### src/rtl/mmio_uart_ctrl.sv
// MMIO bridge between the core load/store path and the UART pair: RX/TX byte FIFOs,
// sticky overflow flags and cycle/instruction counters behind a 32-byte register window.

module mmio_uart_fifo #(
    parameter int DEPTH = 8
) (
    input  logic       clk,
    input  logic       rst_n,
    input  logic       push_i,
    input  logic       pop_i,
    input  logic [7:0] wdata_i,
    output logic [7:0] head_o,
    output logic       full_o,
    output logic       empty_o
);
    localparam int AW = $clog2(DEPTH);

    logic [7:0]  mem_q [DEPTH];
    logic [AW:0] wr_ptr_q, rd_ptr_q;
    logic [AW:0] wr_ptr_d, rd_ptr_d;

    // Callers only assert push/pop when legal, so the pointers just advance.
    always_comb begin
        wr_ptr_d = wr_ptr_q;
        rd_ptr_d = rd_ptr_q;
        if (push_i) wr_ptr_d = wr_ptr_q + 1'b1;
        if (pop_i)  rd_ptr_d = rd_ptr_q + 1'b1;
    end

    always_ff @(posedge clk or negedge rst_n) begin
        if (!rst_n) begin
            wr_ptr_q <= '0;
            rd_ptr_q <= '0;
            for (int i = 0; i < DEPTH; i++) mem_q[i] <= '0;
        end else begin
            wr_ptr_q <= wr_ptr_d;
            rd_ptr_q <= rd_ptr_d;
            if (push_i) mem_q[wr_ptr_q[AW-1:0]] <= wdata_i;
        end
    end

    assign head_o  = mem_q[rd_ptr_q[AW-1:0]];
    assign empty_o = (wr_ptr_q == rd_ptr_q);
    assign full_o  = (wr_ptr_q[AW-1:0] == rd_ptr_q[AW-1:0]) && (wr_ptr_q[AW] != rd_ptr_q[AW]);
endmodule

module mmio_uart_ctrl #(
    parameter logic [31:0] BASE_ADDR = 32'h8000_0000,
    parameter int          RX_DEPTH  = 8,
    parameter int          TX_DEPTH  = 8,
    parameter int          CNT_WIDTH = 32
) (
    input  logic        clk,
    input  logic        rst_n,
    input  logic [31:0] mmio_addr,
    input  logic        mmio_re,
    input  logic [3:0]  mmio_we,
    input  logic [31:0] mmio_wdata,
    output logic        mmio_hit,
    output logic [31:0] mmio_rdata,
    input  logic        inst_retired,
    input  logic [7:0]  uart_rx_data,
    input  logic        uart_rx_valid,
    output logic        uart_rx_ready,
    output logic [7:0]  uart_tx_data,
    output logic        uart_tx_valid,
    input  logic        uart_tx_ready
);
    localparam logic [2:0] OFF_STATUS = 3'd0;
    localparam logic [2:0] OFF_RXDATA = 3'd1;
    localparam logic [2:0] OFF_TXDATA = 3'd2;
    localparam logic [2:0] OFF_CYCLE  = 3'd4;
    localparam logic [2:0] OFF_INSTR  = 3'd5;
    localparam logic [2:0] OFF_CLEAR  = 3'd6;

    // Reset asserts asynchronously but releases two clocks later, in step with clk.
    logic [1:0] rst_sync_q;
    logic       rst_int_n;

    always_ff @(posedge clk or negedge rst_n) begin
        if (!rst_n) rst_sync_q <= 2'b00;
        else        rst_sync_q <= {rst_sync_q[0], 1'b1};
    end
    assign rst_int_n = rst_sync_q[1];

    logic [2:0] off;
    logic       rd_en, wr_en;

    assign mmio_hit = (mmio_addr[31:5] == BASE_ADDR[31:5]);
    assign off      = mmio_addr[4:2];
    assign rd_en    = mmio_hit & mmio_re;
    assign wr_en    = mmio_hit & (|mmio_we);

    logic unused_bits;
    assign unused_bits = ^{mmio_addr[1:0], mmio_wdata[31:8]};

    logic       rx_ready_q;
    logic       rx_in, rx_push, rx_pop, rx_full, rx_empty, rx_ovf_set;
    logic [7:0] rx_head;

    assign rx_in      = uart_rx_valid & rx_ready_q;
    assign rx_pop     = rd_en & (off == OFF_RXDATA) & ~rx_empty;
    assign rx_push    = rx_in & (~rx_full | rx_pop);
    assign rx_ovf_set = rx_in & rx_full & ~rx_pop;

    mmio_uart_fifo #(.DEPTH(RX_DEPTH)) u_rx_fifo (
        .clk     (clk),
        .rst_n   (rst_int_n),
        .push_i  (rx_push),
        .pop_i   (rx_pop),
        .wdata_i (uart_rx_data),
        .head_o  (rx_head),
        .full_o  (rx_full),
        .empty_o (rx_empty)
    );

    logic tx_req, tx_push, tx_pop, tx_full, tx_empty, tx_ovf_set;

    assign tx_req     = wr_en & (off == OFF_TXDATA);
    assign tx_pop     = ~tx_empty & uart_tx_ready;
    assign tx_push    = tx_req & (~tx_full | tx_pop);
    assign tx_ovf_set = tx_req & tx_full & ~tx_pop;

    mmio_uart_fifo #(.DEPTH(TX_DEPTH)) u_tx_fifo (
        .clk     (clk),
        .rst_n   (rst_int_n),
        .push_i  (tx_push),
        .pop_i   (tx_pop),
        .wdata_i (mmio_wdata[7:0]),
        .head_o  (uart_tx_data),
        .full_o  (tx_full),
        .empty_o (tx_empty)
    );

    assign uart_tx_valid = ~tx_empty;
    assign uart_rx_ready = rx_ready_q;

    logic                 rx_ovf_q, tx_ovf_q, rx_ovf_d, tx_ovf_d;
    logic                 stat_wr, cnt_clr;
    logic [CNT_WIDTH-1:0] cyc_q, cyc_d, instr_q, instr_d;
    logic [31:0]          rdata_q, rdata_d;

    assign stat_wr = wr_en & (off == OFF_STATUS);
    assign cnt_clr = wr_en & (off == OFF_CLEAR);

    // A set in the same cycle as a software clear keeps the flag high.
    always_comb begin
        rx_ovf_d = (rx_ovf_q & ~(stat_wr & mmio_wdata[2])) | rx_ovf_set;
        tx_ovf_d = (tx_ovf_q & ~(stat_wr & mmio_wdata[3])) | tx_ovf_set;
        cyc_d    = cnt_clr ? '0 : cyc_q + 1'b1;
        instr_d  = cnt_clr ? '0 : instr_q + CNT_WIDTH'(inst_retired);
    end

    always_comb begin
        rdata_d = '0;
        if (rd_en) begin
            case (off)
                OFF_STATUS: rdata_d = {28'b0, tx_ovf_q, rx_ovf_q, ~rx_empty, ~tx_full};
                OFF_RXDATA: rdata_d = rx_empty ? 32'b0 : {24'b0, rx_head};
                OFF_CYCLE:  rdata_d = 32'(cyc_q);
                OFF_INSTR:  rdata_d = 32'(instr_q);
                default:    rdata_d = '0;
            endcase
        end
    end

    always_ff @(posedge clk or negedge rst_int_n) begin
        if (!rst_int_n) begin
            rx_ready_q <= 1'b0;
            rx_ovf_q   <= 1'b0;
            tx_ovf_q   <= 1'b0;
            cyc_q      <= '0;
            instr_q    <= '0;
            rdata_q    <= '0;
        end else begin
            rx_ready_q <= 1'b1;
            rx_ovf_q   <= rx_ovf_d;
            tx_ovf_q   <= tx_ovf_d;
            cyc_q      <= cyc_d;
            instr_q    <= instr_d;
            rdata_q    <= rdata_d;
        end
    end

    assign mmio_rdata = rdata_q;
endmodule

### config.mk
export PLATFORM = sky130hd
export DESIGN_NAME = mmio_uart_ctrl
export DESIGN_NICKNAME = d
export VERILOG_FILES = /design/src/rtl/mmio_uart_ctrl.sv
export SDC_FILE = /design/constraint.sdc
export NUM_CORES = 1
export LEC_CHECK = 0
export BUFFER_PORTS_ARGS = -buffer_cell sky130_fd_sc_hd__buf_2
export CORE_UTILIZATION = 30
export CTS_BUF_LIST = sky130_fd_sc_hd__clkbuf_8
export CTS_CLUSTER_DIAMETER = 50
export DETAILED_ROUTE_END_ITERATION = 10
export PLACE_DENSITY = 0.53
export RECOVER_POWER = 50
export SYNTH_ARGS = -nofsm -noshare
export SYNTH_HDL_FRONTEND = slang
export SYNTH_HIERARCHICAL = 1
export SYNTH_SLANG_ARGS = --single-unit
### constraint.sdc
create_clock -name clk -period 10.35 [get_ports clk]
set_input_delay 2.07 -clock clk [delete_from_list [all_inputs] [get_ports clk]]
set_output_delay 2.07 -clock clk [all_outputs]
set_load 0.005 [all_outputs]
==> results of run 1 <==
## power by group through the flow
stage	Sequential, W	Combinational [W]	Clock [W]
detailed placement	0.00122	0.000334	0
global route	0.00123	0.000362	0.00100
global placement	0.00122	0.000327	0
CTS	0.00120	0.000336	0.000953
floorplan	0.00119	0.000279	0
finish	0.00120	0.000330	0.000911
## worst paths after layout
path | cells after the start | from | slack [ns] | endpoint
setup reg to reg | 9 | u_rx_fifo/rd_ptr_q[2]$_DFFE_PN0P_ | 5.58 | u_rx_fifo/mem_q[45]$_DFFE_PN0P_
setup / recovery | 6 | mmio_addr[14] | 4.82 | mmio_hit
min in group asynchronous | 0 | rst_sync_q[1]$_DFF_PN0_ | 1.16 | u_rx_fifo/mem_q[54]$_DFFE_PN0P_
hold reg to reg | 0 | rst_sync_q[0]$_DFF_PN0_ | 0.35 | rst_sync_q[1]$_DFF_PN0_
max in group asynchronous | 1 | rst_sync_q[1]$_DFF_PN0_ | 7.24 | u_tx_fifo/mem_q[51]$_DFFE_PN0P_
hold / removal | 0 | rst_sync_q[0]$_DFF_PN0_ | 0.35 | rst_sync_q[1]$_DFF_PN0_
## worst register-to-register path, stage by stage, from the launching register on
cell	delay [ns]
dfrtp_1	0.91
xor2_1	0.24
nor4_1	0.11
nor4b_2	0.67
nand2_1	0.11
nor3_1	0.63
o211a_1	0.43
nor4bb_1	0.90
buf_4	0.29
mux2_2	0.33
## routing by layer
metal	track usage (%)	vias up	routed length, um
met2	22.1	142	12400
li1	-	3583	-
met1	18.7	3866	12200
met5	0	-	35
met4	4.73	6	606
met3	3.02	53	1090
## area by class of cell
cell class	instances	area [um^2]	share of cell area, %
clock buffers	55	757	5.60
clock inverters	25	143	1.05
well taps	511	639	4.73
flip-flops and latches	245	6130	45.3
inverters	14	52.6	0.389
repair buffers	109	571	4.22
multi-input cells	586	5230	38.7
## state kept, by name (all words and copies together) (netlist names)
signal              cells
instr_q                32
u_rx_fifo/wr_ptr_q      4
tx_ovf_q                1
u_rx_fifo/mem_q        64
cyc_q                  32
mmio_rdata             32
u_tx_fifo/rd_ptr_q      4
rx_ovf_q                1
rst_sync_q              2
uart_rx_ready           1
u_rx_fifo/rd_ptr_q      4
u_tx_fifo/mem_q        64
u_tx_fifo/wr_ptr_q      4
## cell usage after synthesis (4+ instances only)
master    number  area [um^2]
a21oi_1       34          170
a222oi_1       4         40.0
a22oi_1       24          180
and3_1         9         56.3
and4_1         7         61.3
buf_2         23          115
clkbuf_1      23         86.3
dfrtp_1      245         6130
ha_1           7         87.6
inv_1         13         48.8
mux2_2       135         1520
mux2_4        14          210
mux4_1        18          473
mux4_2        14          315
nand2_1       27          101
nand3_1       24          120
nand4_1       21          131
nand4b_1       7         61.3
nor2_1        61          229
nor3_1         8         40.0
nor4_1        10         62.6
nor4bb_1       6         60.1
o21ai_0       15         75.1
o31ai_1       19          143
or3_1         15         93.8
or4_1         20          150
or4_4          4         45.0
xnor2_1       18          158
xor2_1        27          236
## cells in the final DEF, fill, tap and decap left out, drive strengths merged, types with 2 or more instances in the layout
cell     count
nand2       27
and3         9
o31ai       19
mux2       149
nand4b       7
nor4        11
xor2        27
o21ai       15
ha           7
mux4        32
o31a         3
a21oi       37
dfrtp      245
and4         7
or4         24
clkbuf      67
clkinv       5
or3         15
nor2        61
conb         2
mux2i        3
nor4bb       6
o41ai        2
o21ba        3
buf         97
nor3         8
and2         2
nand4       21
a2111oi      3
a22oi       24
a222oi       4
inv         32
nor4b        6
xnor2       18
nor2b        3
nand3       25
## cell families (layout without fill, tap and decap cells)
group | count (synthesis) | after routing | share of synthesized area, %
mux | 184 | 184 | 21.9
xor+xnor | 45 | 45 | 3.38
buf+inv | 66 | 203 | 2.88
simple gates | 236 | 236 | 11.9
flops | 245 | 245 | 52.7
compound gates | 112 | 112 | 6.47
other cells | 1 | 2 | 0.0322
fa+ha+maj | 7 | 7 | 0.752
## stage by stage
| stage | setup slack, ns | instances | power, W | util [%] | instance area, um^2 |
|---|---|---|---|---|---|
| 4_1_cts | 4.80 | 1545 | 0.00249 | 35.7 | 13500 |
| 6_report | 4.82 | 1545 | 0.00244 | 35.6 | 13500 |
| 2_1_floorplan | 3.02 | 897 | 0.00147 | - | 11600 |
| 3_3_place_gp | 4.41 | 1465 | 0.00154 | 33.3 | 12600 |
| 3_5_place_dp | 4.46 | 1465 | 0.00156 | 33.3 | 12600 |
| 5_1_grt | 4.70 | 1545 | 0.00259 | 35.6 | 13500 |
==> results by group, run 1 <==
Final layout
  • Number of fill cells: 3751
  • Layout cells sized above 1: 33.1%
  • Antenna Cells: 0
  • # nets final: 1089
  • Layout area overhead: 16.1%

Route
  • Initial DRC Count: 418
  • Post-route DRC: 0
  • Via count: 7650
  • Via/cell ratio: 4.95
  • Wire per inst: 17.1 um
  • Total detailed-routing wirelength: 26400 um
  • Initial DRT Pass Iterations: 5
  • Antenna Nets Post-Route: 0

Setup path
  • CP max-delay cell: or2_1
  • Critical Path RT: 8.28 ns
  • CP Capture Type: output pin
  • CP arrival: 3.46 ns
  • Critical-path cell list: buf_2, nor4b_1, nand4_1, or2_1, inv_1, buf_2
  • Crit path kind: input pin to output pin
  • Delay-heaviest family, CP: simple AND/OR/NAND/NOR gates
  • Largest stage delay, worst path: 0.43 ns
  • Crit-path most repeated cell: buf_2
  • Startpoint Class: input pin
  • Crit path max fanout: 6
  • CP Buf/Inv Count: 3

Outcome
  • Failing checks: max-capacitance violations, max-slew violations
  • Status: finished, violations left

Pwr
  • Clk pwr share: 37.3%
  • Seq pwr share: 49.2%
  • Sw Share: 25.7%
  • Combinational Power Share: 13.5%
  • Psw: 0.000628 W
  • Power Density: 181 mW/mm^2
  • VDD IR-drop max: 0.110 mV
  • Pint: 0.00182 W
  • Pleak: 6.05 nW

Timing
  • Setup Skew: 0.0143 ns
  • # setup viols final: 0
  • Final Cycle Share: 53.4%
  • Worst-margin pin slew: 2.77 ns
  • Max Slew Vio Count: 66
  • RSZ-0062 raised after global routing: no
  • Slew HR: -85.0%
  • Final hold slack: 0.346 ns
  • Fin Setup TNS: 0 ns
  • Fmax: 181 MHz
  • Endpoints failing hold: 0
  • Tmin final: 5.53 ns

GRT
  • Largest net degree at the start of global routing: 179
  • Vias in the first global route: 7892
  • Gr ovfl total: 0
  • Total GRT Usage: 13.9%
  • First-pass GRT wire length: 43200 um
  • Initial antenna violation count: 3

Floorplan
  • Die width: 199 um
  • Starting Density: 30.7%
  • I/O pin count: 125
  • Height of the die: 199 um
  • Placement Rows: 71
  • Core Area: 0.0379 mm^2
  • Die area: 0.0396 mm^2

Synth
  • Synth Warn #: 6
  • Post-synth EDFFs: 0
  • Cells after Synth: 896
  • Sequential share of the synthesized area: 52.7%
  • Avg Inst Size Synth: 13.0 um^2
  • Most used DFF post-synth: dfrtp_1
  • Fraction of registers with async set/reset: 100%
  • Yosys reg bits: 245
  • Distinct cells, synth: 53
  • Synth Cell Area: 0.0116 mm^2

Clocking
  • CTS resizes: 0
  • # hold bufs at CTS: 0
  • Num CTS Buffers: 44
  • Worst-path clk slew: 0.05 ns
  • H-tree level count: 2
  • Root buf cell: clkbuf_8
  • Post-CTS setup buffer count: 0
  • CTS sink count: 245
  • CTS tree: yes
  • CTS Buffer Depth: 3
  • Latest clock arrival within the worst-skew pair: 0.57 ns

Placement
  • Detail Placement HPWL: 16700 um
  • Gpl congestion: 0.753
  • I/O Buffers: 98

Worst hold path
  • HP Class: flop to flop

Job
  • MaxCap Viol Count: 1
Power figures use the tool's default switching activity.
==> run 2: changes to the inputs <==
--- a/config.mk
+++ b/config.mk
@@ -5,12 +5,13 @@
 export SDC_FILE = /design/constraint.sdc
 export NUM_CORES = 1
 export LEC_CHECK = 0
+export ABC_AREA = 1
 export BUFFER_PORTS_ARGS = -buffer_cell sky130_fd_sc_hd__buf_2
 export CORE_UTILIZATION = 30
 export CTS_BUF_LIST = sky130_fd_sc_hd__clkbuf_8
 export CTS_CLUSTER_DIAMETER = 50
 export DETAILED_ROUTE_END_ITERATION = 10
-export PLACE_DENSITY = 0.53
+export PLACE_DENSITY = 0.55
 export RECOVER_POWER = 50
 export SYNTH_ARGS = -nofsm -noshare
 export SYNTH_HDL_FRONTEND = slang
==> constraint.sdc (replaced) <==
create_clock -name clk -period 4.44 [get_ports clk]
set_input_delay 0.888 -clock clk [delete_from_list [all_inputs] [get_ports clk]]
set_output_delay 0.888 -clock clk [all_outputs]
set_load 0.005 [all_outputs]
==> run 2 against run 1 <==
Against the previous run: power increased to 2.8 times the previous value; final cell count is 63% higher; worst setup slack worse by 3.7 ns; clock power is 140% higher; non-clock buffer count grew 2; clock skew is 0.010 ns higher; largest power group unchanged; via count grew 45%; the flow still finishes with violations (max-capacitance violations, max-slew violations); first-iteration DRC count up 76%; wire length up 30%; flip-flop and latch count is the same.
==> results by group, run 2 <==
Synth
  • Most numerous cell in the Yosys netlist: nand2_1
  • Distinct cells, synth: 33 (-38%)
  • Avg Inst Size Synth: 7.28 um^2 (-44%)
  • Synth Cell Area: 0.0130 mm^2 (+12%)
  • Yosys reg bits: 245 (unchanged)
  • Commonest cells post-synth: nand2_1 (569), inv_1 (324), dfrtp_1 (245)
  • Dominant cell type by area after synthesis: dfrtp_1
  • Most used DFF post-synth: dfrtp_1
  • Largest cells by area after synthesis: dfrtp_1 (47%), nand2_1 (16%), inv_1 (9.3%)
  • Sequential share of the synthesized area: 47.0% (-5.6 points)
  • Cells after Synth: 1791 (+100%)
  • Synth Warn #: 6 (unchanged)
  • Fraction of registers with async set/reset: 100% (unchanged)
  • Post-synth EDFFs: 0 (unchanged)
  • Yosys top cell area share: 47.0% (-5.6 points)

Clocking
  • Worst-path clk slew: 0.06 ns (about the same)
  • Num CTS Buffers: 47 (+6.8%)
  • Root buf cell: clkbuf_8
  • CTS Buffer Depth: 3 (unchanged)
  • Post-CTS setup buffer count: 0 (unchanged)
  • H-tree level count: 2 (unchanged)
  • # hold bufs at CTS: 0 (unchanged)
  • CTS resizes: 0 (unchanged)
  • CTS sink count: 245 (unchanged)
  • CTS tree: yes
  • Latest clock arrival within the worst-skew pair: 0.62 ns (+0.05 ns)

Route
  • Wire per inst: 13.6 um (-20%)
  • Antenna Nets Post-Route: 0 (unchanged)
  • Initial DRC Count: 737 (+76%)
  • Total detailed-routing wirelength: 34300 um (+30%)
  • Post-route DRC: 0 (unchanged)
  • Via count: 11100 (+45%)
  • Initial DRT Pass Iterations: 5 (unchanged)
  • Via/cell ratio: 4.42 (-11%)

Floorplan
  • Core Area: 0.0430 mm^2 (+13%)
  • Height of the die: 211 um (+5.8%)
  • Die area: 0.0443 mm^2 (+12%)
  • Placement Rows: 76 (+7.0%)
  • Die width: 211 um (+5.8%)
  • I/O pin count: 125 (unchanged)
  • Starting Density: 30.3% (-0.35 points)

Outcome
  • Failing checks: max-capacitance violations, max-slew violations
  • Status: finished, violations left

Setup path
  • Crit-path most repeated cell: nand2_1
  • Critical Path RT: 3.55 ns (-4.73 ns)
  • Critical-path cell list: inv_1, buf_4, nand2_1, nand3_1, nand2_1, nand2_1, nand2_1, buf_2
  • Crit path max fanout: 21 (+15)
  • R2R cell count: 12 (+3)
  • Delay-heaviest family, CP: buffers and inverters
  • Crit path kind: flop to output pin
  • Critical Path Stages: 8 (+2)
  • CP arrival: 2.46 ns (-1.00 ns)
  • CP Capture Type: output pin
  • CP max-delay cell: inv_1
  • R2r setup slk: 1.22 ns (-4.36 ns)
  • CP Buf/Inv Count: 3 (unchanged)
  • Critical path launch point: u_tx_fifo/rd_ptr_q[0]$_DFFE_PN0P_
  • Startpoint Class: flop
  • R2r startpoint: u_tx_fifo/rd_ptr_q[2]$_DFFE_PN0P_
  • Largest stage delay, worst path: 0.57 ns (+0.14 ns)
  • R2r endpoint: u_tx_fifo/mem_q[35]$_DFFE_PN0P_
  • Critical Path End: uart_tx_data[0]

Placement
  • Detail Placement HPWL: 23700 um (+42%)
  • Place WS: 1.22 ns (-3.24 ns)
  • Gpl congestion: 0.865 (+15%)
  • I/O Buffers: 98 (unchanged)

Final layout
  • Layout area overhead: 14.5%
  • Layout cells sized above 1: 11.2% (-22 points)
  • Most frequent cells in the layout: nand2_1 (570), inv_1 (342), dfrtp_1 (245), nor2_1 (154), nand3_1 (129)
  • Post-layout utilization of the core: 34.7% (-0.89 points)
  • Top flop regs: u_rx_fifo/mem_q (64), u_tx_fifo/mem_q (64)
  • Most common cell after layout, fill and taps aside: nand2_1
  • # nets final: 1987 (+82%)

Timing
  • Max Slew Vio Count: 91 (+38%)
  • Tmin final: 3.35 ns
  • Setup Skew: 0.0244 ns (+0.0101 ns)
  • Worst-margin pin slew: 2.32 ns (-0.452 ns)
  • # setup viols final: 0 (unchanged)
  • Worst setup margin: 1.09 ns (-3.73 ns)
  • Fin Setup TNS: 0 ns (unchanged)
  • Slew HR: -54.8% (+30 points)
  • RSZ-0062 raised after global routing: no
  • Endpoints failing hold: 0 (unchanged)
  • Final Cycle Share: 75.5%
  • Fmax: 298 MHz

GRT
  • Initial antenna violation count: 3 (unchanged)
  • Gr ovfl total: 0 (unchanged)
  • Total GRT Usage: 16.3% (+2.4 points)
  • Largest net degree at the start of global routing: 99 (-45%)
  • Vias in the first global route: 11300 (+43%)
  • First-pass GRT wire length: 57600 um (+33%)

Pwr
  • Clk pwr share: 32.5% (-4.8 points)
  • Pleak: 7.98 nW (+32%)
  • Sw Share: 34.8% (+9.1 points)
  • Psw: 0.00238 W (+280%)
  • Seq pwr share: 42.0% (-7.2 points)
  • VDD IR-drop max: 0.186 mV (+70%)
  • Power Density: 458 mW/mm^2 (+150%)
  • Combinational Power Share: 25.4% (+12 points)
  • Pint: 0.00446 W (+150%)

Job
  • MaxCap Viol Count: 2 (+1)

Worst hold path
  • HP Class: input pin to asynchronous set/reset pin
## run 2: through the flow
| stage | cells | instance area [um^2] | total power (W) | hold slack, ns |
|---|---|---|---|---|
| 3_5_place_dp | 2434 | 14000 | 0.00466 | 0.337 |
| 3_3_place_gp | 2434 | 14000 | 0.00463 | 0.333 |
| 4_1_cts | 2516 | 15000 | 0.00695 | 0.0308 |
| 6_report | 2518 | 14900 | 0.00684 | 0.0896 |
| 2_1_floorplan | 1792 | 13000 | 0.00416 | 0.331 |
| 5_1_grt | 2518 | 14900 | 0.00740 | 0.0607 |
## run 2: logic make-up (layout without fill, tap and decap cells)
group / Yosys count / after routing / share of synthesized area, %
DFF: 245 / 245 / 47.0
xor gates and xnor gates: 33 / 33 / 2.22
adders and majority gates: 7 / 7 / 0.671
and+or+nand+nor: 936 / 936 / 29.9
AOI/OAI and AO/OA: 183 / 183 / 7.79
other: 1 / 4 / 0.0288
buffers and inverters: 386 / 525 / 12.4
## run 2: layout make-up
cell class | count | area, um^2
diodes | 2 | 5.00
clock buffers | 54 | 743
clock inverters | 28 | 188
fillers | 4682 | 28000
inverters | 332 | 1250
multi-input cells | 1161 | 5290
flip-flops and latches | 245 | 6130
well taps | 585 | 732
repair buffers | 111 | 602
## run 2: power groups by stage
stage	logic [W]	registers (W)	clock network, W
global route	0.00205	0.00293	0.00242
floorplan	0.00131	0.00286	0
global placement	0.00173	0.00290	0
detailed placement	0.00175	0.00291	0
CTS	0.00176	0.00287	0.00231
finish	0.00174	0.00287	0.00223
## run 2: worst register-to-register path, stage by stage, from the launching register on
cell,delay [ns]
dfrtp_1,0.32
clkbuf_1,0.51
xnor2_1,0.17
nand2_1,0.10
nor2_1,0.06
nor2_1,0.34
nor2_1,0.11
nor3_1,0.59
nand2_1,0.24
inv_2,0.15
nand2_2,0.27
nand2_1,0.17
o21ai_2,0.06
## run 2: per-layer routing
layer	share of wire (%)	up-vias	global-route usage (%)
met4	2.7	0	5.97
li1	-	5707	-
met1	46	5168	20.7
met2	47	194	27.3
met3	4.1	57	3.19
met5	0	-	0
## run 2: how the worst min path moves through the flow
| stage | startpoint | to | slack [ns] | depth (start not counted) |
|---|---|---|---|---|
| after floorplan | rst_sync_q[0]$_DFF_PN0_ | rst_sync_q[1]$_DFF_PN0_ | 0.33 | 0 |
| after global placement | rst_sync_q[0]$_DFF_PN0_ | rst_sync_q[1]$_DFF_PN0_ | 0.33 | 0 |
| after detailed placement | rst_sync_q[0]$_DFF_PN0_ | rst_sync_q[1]$_DFF_PN0_ | 0.34 | 0 |
| after CTS | rst_n | rst_sync_q[1]$_DFF_PN0_ | 0.03 | 1 |
| after global routing | rst_n | rst_sync_q[1]$_DFF_PN0_ | 0.06 | 1 |
| final | rst_n | rst_sync_q[0]$_DFF_PN0_ | 0.09 | 1 |
==> run 3: changes to the inputs <==
--- a/config.mk
+++ b/config.mk
@@ -11,7 +11,7 @@
 export CTS_BUF_LIST = sky130_fd_sc_hd__clkbuf_8
 export CTS_CLUSTER_DIAMETER = 50
 export DETAILED_ROUTE_END_ITERATION = 10
-export PLACE_DENSITY = 0.55
+export PLACE_DENSITY = 0.53
 export RECOVER_POWER = 50
 export SYNTH_ARGS = -nofsm -noshare
 export SYNTH_HDL_FRONTEND = slang
==> constraint.sdc (replaced) <==
create_clock -name clk -period 3.3 [get_ports clk]
set_input_delay 0.66 -clock clk [delete_from_list [all_inputs] [get_ports clk]]
set_output_delay 0.66 -clock clk [all_outputs]
set_load 0.005 [all_outputs]
==> run 3 against run 2 <==
Against the previous run: the run still ends with max-capacitance violations, max-slew violations left; largest cell class unchanged; sequential power is 35% higher; power grew 38%; critical path type unchanged; critical endpoint is now uart_tx_data[7]; flip-flop and latch count stayed put; clock-buffer cell count up 7; final cell count up 0.48%.
==> results by group, run 3 (synthesized netlist as in run 2, its figures left out) <==
Outcome
  • Status: finished, violations left
  • Failing checks: max-capacitance violations, max-slew violations

Clocking
  • Root buf cell: clkbuf_8
  • H-tree level count: 2 (unchanged)
  • Num CTS Buffers: 49 (+4.3%)
  • CTS Buffer Depth: 3 (unchanged)
  • Worst-path clk slew: 0.06 ns (about the same)
  • Post-CTS setup buffer count: 0 (unchanged)
  • CTS sink count: 245 (unchanged)
  • Latest clock arrival within the worst-skew pair: 0.63 ns (about the same)
  • CTS tree: yes

Floorplan
  • Die area: 0.0443 mm^2 (unchanged)
  • Height of the die: 211 um (unchanged)
  • I/O pin count: 125 (unchanged)
  • Core Area: 0.0430 mm^2 (unchanged)
  • Starting Density: 30.3% (unchanged)
  • Die width: 211 um (unchanged)
  • Placement Rows: 76 (unchanged)

Timing
  • Worst-margin pin slew: 2.38 ns (+0.0614 ns)
  • Tmin final: 2.94 ns
  • Fin Setup TNS: 0 ns (unchanged)
  • Endpoints failing hold: 0 (unchanged)
  • Setup Skew: 0.0379 ns (+0.0135 ns)
  • Fmax: 340 MHz
  • RSZ-0062 raised after global routing: no
  • Max Slew Vio Count: 48 (-47%)
  • Slew HR: -58.9% (-4.1 points)
  • # setup viols final: 0 (unchanged)
  • Final Cycle Share: 89.0%

Final layout
  • Layout cells sized above 1: 12.0% (+0.81 points)
  • Number of fill cells: 4707 (+0.53%)
  • # nets final: 1997 (+0.50%)
  • Top flop regs: u_rx_fifo/mem_q (64), u_tx_fifo/mem_q (64)
  • Layout area overhead: 15.7%
  • Post-layout utilization of the core: 35.1% (+0.37 points)
  • Register area: 0.00613 mm^2 (unchanged)
  • Most frequent cells in the layout: nand2_1 (569), inv_1 (340), dfrtp_1 (245), nor2_1 (154), nand3_1 (129)
  • Most common cell after layout, fill and taps aside: nand2_1
  • Area of the multi-input gates: 0.00529 mm^2 (about the same)

Route
  • Via/cell ratio: 4.40 (-0.51%)
  • Via count: 11100 (-0.036%)
  • Initial DRC Count: 648 (-12%)
  • Post-route DRC: 0 (unchanged)
  • Wire per inst: 13.8 um (+1.4%)
  • Total detailed-routing wirelength: 34900 um (+1.8%)
  • Antenna Nets Post-Route: 0 (unchanged)
  • Initial DRT Pass Iterations: 5 (unchanged)

Setup path
  • Startpoint Class: flop
  • R2R cell count: 12 (unchanged)
  • CP Capture Type: output pin
  • R2r setup slk: 0.82 ns (-0.40 ns)
  • Crit path max fanout: 17 (-19%)
  • R2r startpoint: u_tx_fifo/wr_ptr_q[2]$_DFFE_PN0P_
  • R2r endpoint: u_tx_fifo/mem_q[34]$_DFFE_PN0P_
  • Critical Path RT: 2.64 ns (-0.91 ns)
  • Crit path kind: flop to output pin
  • CP arrival: 2.28 ns (-0.18 ns)

Pwr
  • Seq pwr share: 41.1% (-0.9 points)
  • Clk pwr share: 33.8% (+1.3 points)
  • Total power: 0.00942 W (+38%)
  • VDD IR-drop max: 0.246 mV (+32%)
  • Pleak: 8.06 nW (+1.0%)
  • Power Density: 624 mW/mm^2 (+36%)
  • Sw Share: 34.3% (-0.44 points)
  • Psw: 0.00323 W (+36%)
  • Combinational Power Share: 25.1% (-0.3 points)
  • Pint: 0.00618 W (+39%)

GRT
  • First-pass GRT wire length: 57500 um (-0.13%)
  • Gr ovfl total: 0 (unchanged)
  • Vias in the first global route: 11000 (-2.3%)
  • Largest net degree at the start of global routing: 74 (-25%)
  • Total GRT Usage: 16.3% (+0.081 points)
  • Initial antenna violation count: 2 (-1)

Worst hold path
  • HP Class: input pin to flop
  • Worst hold path startpoint: uart_rx_data[7]
  • Hold path depth: 3
  • Worst Hold Path EP: u_rx_fifo/mem_q[7]$_DFFE_PN0P_

Job
  • MaxCap Viol Count: 1 (-1)

Placement
  • I/O Buffers: 98 (unchanged)
  • Gpl congestion: 0.870 (+0.59%)
  • Detail Placement HPWL: 24600 um (+3.8%)
[run 3: how the worst max path moves through the flow]
stage | from | cells past startpoint | slack (ns) | end
final | u_tx_fifo/rd_ptr_q[1]$_DFFE_PN0P_ | 6 | 0.36 | uart_tx_data[7]
after global routing | u_tx_fifo/rd_ptr_q[1]$_DFFE_PN0P_ | 6 | 0.17 | uart_tx_data[2]
after CTS | u_tx_fifo/rd_ptr_q[1]$_DFFE_PN0P_ | 6 | 0.32 | uart_tx_data[7]
after detailed placement | mmio_addr[10] | 14 | 0.63 | u_tx_fifo/mem_q[54]$_DFFE_PN0P_
after global placement | mmio_addr[3] | 11 | 0.65 | u_rx_fifo/mem_q[44]$_DFFE_PN0P_
after floorplan | mmio_addr[4] | 12 | 0.72 | u_rx_fifo/mem_q[61]$_DFFE_PN0P_
[run 3: what timing repair did]
action	CTS	global route
endpoints found under the hold margin	2	0
gates resized for setup	0	0
hold buffers	1	0
[run 3: area by class of cell]
class | instances | area share, %
Sequential cell | 245 | 40.6
Clock inverter | 25 | 1.11
Timing Repair Buffer | 119 | 4.51
Multi-Input combinational cell | 1161 | 35.0
Antenna cell | 2 | 0.0332
Tap cell | 585 | 4.85
Clock buffer | 61 | 5.56
Inverter | 332 | 8.26
[run 3: power by group through the flow]
stage               combinational, W  sequential, W  clock [W]
finish                       0.00236        0.00387    0.00318
detailed placement           0.00238        0.00392          0
floorplan                    0.00176        0.00384          0
global route                 0.00275        0.00395    0.00343
CTS                          0.00240        0.00387    0.00331
global placement             0.00234        0.00391          0
[run 3: routing by layer]
| metal | track usage (%) | vias up | wire (um) |
|---|---|---|---|
| li1 | - | 5729 | - |
| met1 | 20.9 | 5144 | 15700 |
| met2 | 27.5 | 193 | 16700 |
| met4 | 5.50 | 0 | 845 |
| met5 | 0 | - | 0 |
| met3 | 3.29 | 56 | 1630 |
[run 3: stage by stage]
step,setup WS (ns),area [um^2],hold slack (ns),std cells
final,0.362,15100,0.264,2530
after global routing,0.173,15100,0.224,2529
after CTS,0.319,15100,0.204,2528
after detailed placement,0.626,14100,0.335,2441
after global placement,0.653,14100,0.332,2441
after floorplan,0.717,13100,0.331,1792
[run 3: worst max-delay path: stages, from the launching register on]
cell      delay [ns]
dfrtp_1         0.44
clkinv_1        0.53
nand3_1         0.27
nand2_1         0.08
nand2_1         0.10
nand2_1         0.09
buf_2           0.14
